[config.mk]
export PLATFORM = sky130hd
export DESIGN_NAME = qpu_measure_collector
export DESIGN_NICKNAME = d
export VERILOG_FILES = /design/src/rtl/qpu_measure_collector.sv
export SDC_FILE = /design/constraint.sdc
export NUM_CORES = 1
export LEC_CHECK = 0
export BUFFER_PORTS_ARGS = -buffer_cell sky130_fd_sc_hd__clkbuf_2
export CORE_ASPECT_RATIO = 0.7
export CORE_MARGIN = 1.5
export CORE_UTILIZATION = 40
export CTS_BUF_LIST = sky130_fd_sc_hd__clkbuf_8 sky130_fd_sc_hd__clkbuf_16
export DETAILED_ROUTE_END_ITERATION = 7
export PLACE_DENSITY = 0.68
export SLEW_MARGIN = 25
export SYNTH_ARGS = -nofsm -noshare
export SYNTH_HDL_FRONTEND = slang
export SYNTH_SLANG_ARGS = --single-unit
export TNS_END_PERCENT = 5
[constraint.sdc]
create_clock -name clk -period 2.9 [get_ports clk]
set_clock_uncertainty 0.2 [all_clocks]
set_input_delay 0.145 -clock clk [delete_from_list [all_inputs] [get_ports clk]]
set_output_delay 0.145 -clock clk [all_outputs]
set_load 0.05 [all_outputs]
[src/rtl/qpu_measure_collector.sv]
// Measurement collection stage: latches a qubit batch list, gathers out-of-order
// readout results, and emits one commit pulse toward the regfile on completion or timeout.
module qpu_measure_collector #(
    parameter int QUBIT_NUM      = 12,
    parameter int TIMEOUT_CYCLES = 1000
) (
    input  logic                 clk,
    input  logic                 rst_n,
    input  logic                 meas_req_valid,
    output logic                 meas_req_ready,
    input  logic [QUBIT_NUM-1:0] meas_req_list,
    input  logic [QUBIT_NUM-1:0] rd_valid,
    input  logic [QUBIT_NUM-1:0] rd_data,
    output logic                 mcu_measure_o_wen,
    output logic [QUBIT_NUM-1:0] mcu_measure_o_data,
    output logic [QUBIT_NUM-1:0] mcu_measure_o_list,
    output logic                 mcu_timeout,
    output logic                 mcu_busy
);

    localparam int CNT_W = $clog2(TIMEOUT_CYCLES + 1);

    typedef enum logic [1:0] {
        IDLE    = 2'd0,
        COLLECT = 2'd1,
        COMMIT  = 2'd2
    } state_t;

    state_t r_state;
    state_t w_stateNext;

    logic [QUBIT_NUM-1:0] r_list;
    logic [QUBIT_NUM-1:0] r_pend;
    logic [QUBIT_NUM-1:0] r_data;
    logic [QUBIT_NUM-1:0] r_outData;
    logic [QUBIT_NUM-1:0] r_outList;
    logic [CNT_W-1:0]     r_cnt;
    logic                 r_to;

    logic [QUBIT_NUM-1:0] w_capture;
    logic [QUBIT_NUM-1:0] w_dataNext;
    logic [QUBIT_NUM-1:0] w_pendNext;
    logic                 w_done;
    logic                 w_cntAtLimit;
    logic                 w_acceptBatch;

    // Only still-pending qubits take a strobe, so duplicates and off-list strobes fall away.
    assign w_capture     = rd_valid & r_pend;
    assign w_dataNext    = (r_data & ~w_capture) | (rd_data & w_capture);
    assign w_pendNext    = r_pend & ~rd_valid;
    assign w_done        = (w_pendNext == '0);
    assign w_cntAtLimit  = (r_cnt == CNT_W'(TIMEOUT_CYCLES - 1));
    assign w_acceptBatch = meas_req_valid && (meas_req_list != '0);

    always_ff @(posedge clk or negedge rst_n) begin
        if (!rst_n) begin
            r_state <= IDLE;
        end else begin
            r_state <= w_stateNext;
        end
    end

    always_comb begin
        w_stateNext       = r_state;
        meas_req_ready    = 1'b0;
        mcu_measure_o_wen = 1'b0;
        mcu_timeout       = 1'b0;
        mcu_busy          = 1'b1;
        case (r_state)
            IDLE: begin
                meas_req_ready = 1'b1;
                mcu_busy       = 1'b0;
                if (w_acceptBatch) begin
                    w_stateNext = COLLECT;
                end
            end
            COLLECT: begin
                if (w_done || w_cntAtLimit) begin
                    w_stateNext = COMMIT;
                end
            end
            COMMIT: begin
                mcu_measure_o_wen = 1'b1;
                mcu_timeout       = r_to;
                w_stateNext       = IDLE;
            end
            default: begin
                w_stateNext = IDLE;
            end
        endcase
    end

    // Result/list outputs are separate so they keep the last commit while a new batch clears r_data.
    always_ff @(posedge clk or negedge rst_n) begin
        if (!rst_n) begin
            r_list    <= '0;
            r_pend    <= '0;
            r_data    <= '0;
            r_outData <= '0;
            r_outList <= '0;
            r_cnt     <= '0;
            r_to      <= 1'b0;
        end else begin
            case (r_state)
                IDLE: begin
                    if (w_acceptBatch) begin
                        r_list <= meas_req_list;
                        r_pend <= meas_req_list;
                        r_data <= '0;
                        r_cnt  <= '0;
                        r_to   <= 1'b0;
                    end
                end
                COLLECT: begin
                    r_pend <= w_pendNext;
                    r_data <= w_dataNext;
                    if (r_cnt != CNT_W'(TIMEOUT_CYCLES)) begin
                        r_cnt <= r_cnt + 1'b1;
                    end
                    if (w_done || w_cntAtLimit) begin
                        r_to      <= !w_done;
                        r_outData <= w_dataNext;
                        r_outList <= r_list;
                    end
                end
                default: begin
                end
            endcase
        end
    end

    assign mcu_measure_o_data = r_outData;
    assign mcu_measure_o_list = r_outList;

endmodule

==> metrics <==
number of max-cap violations 0; Synth Cell Area 3310 um2; H-tree depth 3; critical path startpoint category input pin; Final Cell Area 4350 um2; CTS buffer count 9; met3 GRT Util 5.88%; Pint 2790 uW; M1 GR Usage 27.7%; CTS root buf clkbuf_16; Final min period 2.71 ns; Tcrit/Tclk final 93.5%; Pins Over Slew Limit 0; post-CTS sizing 0; combinational power share 39.6%; GRT overflow 0; sw power 1880 uW; crit path capture type register; post-place setup slack 0.514 ns; Unique masters post-synth 32; Initial Util 41.7%; post-placement cell area 3730 um2; ys flop type dfrtp_1; die area 8830 um2; leakage 0.00229 uW; syn nets 366; Worst Path Arrival 2.73 ns; type of the worst min-delay path input pin to register; fmax 369 MHz; first-pass GRT wire length 13400 um; relative slew slack 53.2%; Synth Area in Simple Gates 18.0%; via count 2625; share of cells above drive strength 1 23.8%; die width 112 um; Setup CP Type input pin to register; RSZ-0062 raised after global routing no; I/O pins 67; switch share 40.2%; endpoints failing setup 0; Critical Path RT 2.91 ns; multiplexer share of the synthesized area 12.1%; Final nets 465; FFs w/ async S/R, synth 100%; Synth Area in Adders 0.756%; met2 global-route usage 30.4%; Reg clk slew, reported paths 0.06 ns; # clock sinks 73; Antenna Cells 0; #FFs+latches synth 73; Synth Warn # 0; WL final 8060 um; Die Height 79.1 um; vias in the first global route 2628; post-DP HPWL 5490 um; worst-skew pair later-pin latency 0.33 ns; row count 27; setup TNS 0 ns; status completed; Setup WS post-layout 0.189 ns; register area share after synthesis 55.2%; Detail Route Antenna Nets 0; Compound-Gate Fraction of Synth Area 7.75%; DRC Markers 0; number of synthesized flops with an enable pin 0; main combinational cell family by area after synthesis simple AND/OR/NAND/NOR gates; largest net degree at the start of global routing 74; CORE AREA 7940 um2; Power Total 4670 uW; Slew @ Worst Pin 0.703 ns; Post-Syn Instances 325; sequential power share 35.0%; DRT Pass-1 Iters 4; Pwr Density 1070 nW/um2; setup bufs post-CTS 0; DR iter-0 viols 89; Clk network pwr share 25.5%; FF-to-FF path depth 5; Max IR drop VDD 0.000559 V; Mean Syn Cell Area 10.2 um2; area share of xor/xnor cells in the synthesized design 1.06%; IO Port Bufs 66; hold depth 4; Area Growth Syn to Fin 31.4%; TritonCTS clock tree yes; initial antenna violation count 0; Final Hold Vio Count 0; Total GRT Usage 19.9%; clock buffer depth 2; Fillers 727; gr busiest metal met2; GP Congestion 0.802; critical path peak fanout 19; post-DR vias/cell 4.95; DR WL/cell 15.2 um
-- metal layers --
layer,vias up,wire (um)
met3,14,459
met2,61,3670
met1,1267,3810
met5,-,0
met4,0,117
li1,1283,-
-- what timing repair did --
action                                 4_1_cts  5_1_grt
endpoints found under the hold margin      121        0
setup endpoints to repair                    0        0
hold buffers                                29        0
-- cell usage after synthesis, drive strengths merged, types with 2 or more instances --
cell type | number | share of area (%)
o21ai | 32 | 4.8
and2 | 2 | 0.38
mux2i | 24 | 7.3
nand3 | 15 | 2.3
a2111oi | 3 | 0.79
nor4 | 3 | 0.57
nand2 | 66 | 7.6
mux2 | 12 | 4.9
nor2 | 7 | 0.79
or3 | 4 | 0.76
and3 | 2 | 0.38
inv | 24 | 2.7
a21oi | 7 | 1.1
ha | 2 | 0.76
nand4 | 3 | 0.57
clkbuf | 10 | 1.1
buf | 3 | 1.2
dfrtp | 73 | 55
nor2b | 20 | 3.8
xor2 | 4 | 1.1
a31oi | 2 | 0.38
-- cells in the final DEF (no fill, tap or decap), types with 2 or more instances in the layout --
cell type,synthesis,layout
a2111oi_0,3,3
nand4_1,3,3
mux2i_1,24,24
inv_1,24,24
dfrtp_1,73,73
buf_4,1,5
bufinv_16,0,2
clkbuf_16,0,9
a31oi_1,2,2
clkinv_2,0,2
ha_1,2,2
nand2_1,65,65
o21ai_0,32,32
mux2_2,5,5
nor2b_1,20,20
clkbuf_2,0,65
and2_1,2,2
nor4_1,3,3
nand3_1,15,15
dlygate4sd3_1,0,29
xor2_1,4,4
nor2_1,7,7
clkinvlp_4,0,2
and3_1,2,2
a21oi_1,7,7
mux2_4,7,7
or3_1,4,4
-- metrics by stage --
stage / hold WS (ns) / util [%] / std cells
after floorplan: -0.351 / - / 325
after detailed placement: 0.210 / 47.0 / 485
after CTS: 0.000336 / 54.7 / 530
after global placement: 0.210 / 47.0 / 485
after global routing: 0.0268 / 54.8 / 530
final: 0.00781 / 54.8 / 530
-- cells by family (layout without fill, tap and decap cells) --
group                    after synthesis  count (layout)
AND/OR/NAND/NOR                      126             126
flip-flops                            73              73
AO/OA/AOI/OAI                         47              47
buffers and inverters                 37             141
multiplexers                          36              36
XOR/XNOR                               4               4
adder cells (fa/ha/maj)                2               2
-- registers in the layout, summed over array words and instances (netlist names) --
register / flops
mcu_measure_o_data: 12
r_list: 12
r_to: 1
r_data: 12
mcu_measure_o_list: 12
r_pend: 12
r_cnt: 10
r_state: 2
-- final timing paths --
| path | start | to | slack, ns |
|---|---|---|---|
| max | meas_req_list[7] | r_pend[4] | 0.19 |
| min | rd_valid[7] | r_pend[7] | 0.008 |
| max reg2reg | r_state[0] | r_pend[4] | 0.37 |
| min reg2reg | r_list[8] | r_list[8] | 0.28 |
| max in group asynchronous | rst_n | r_cnt[6] | 1.79 |
| min in group asynchronous | rst_n | r_list[8] | 0.27 |
-- worst max-delay path, stage by stage --
cell and delay (ns):
dlygate4sd3_1 0.55, clkbuf_2 0.12, nor4_1 0.46, a31oi_1 0.20, and2_1 0.43, nand2_1 0.21
nand2_1 0.06, dlygate4sd3_1 0.55
-- power by group through the flow --
stage	Combinational (uW)	Clock, uW	Sequential, uW
2_1_floorplan	1010	0	2010
3_3_place_gp	1780	0	1630
3_5_place_dp	1810	0	1650
4_1_cts	1870	1210	1630
5_1_grt	2000	1270	1690
6_report	1850	1190	1630
-- cell type report --
cell class / instances / area, um2 / area share [%]
sequential: 73 / 1830 / 42.0
inverter: 24 / 90.1 / 2.07
timing repair buffer: 101 / 669 / 15.4
multi-input combinational: 215 / 1320 / 30.3
tap: 101 / 126 / 2.91
clock inverter: 7 / 93.8 / 2.16
clock buffer: 9 / 225 / 5.18
Power figures use the tool's default switching activity.
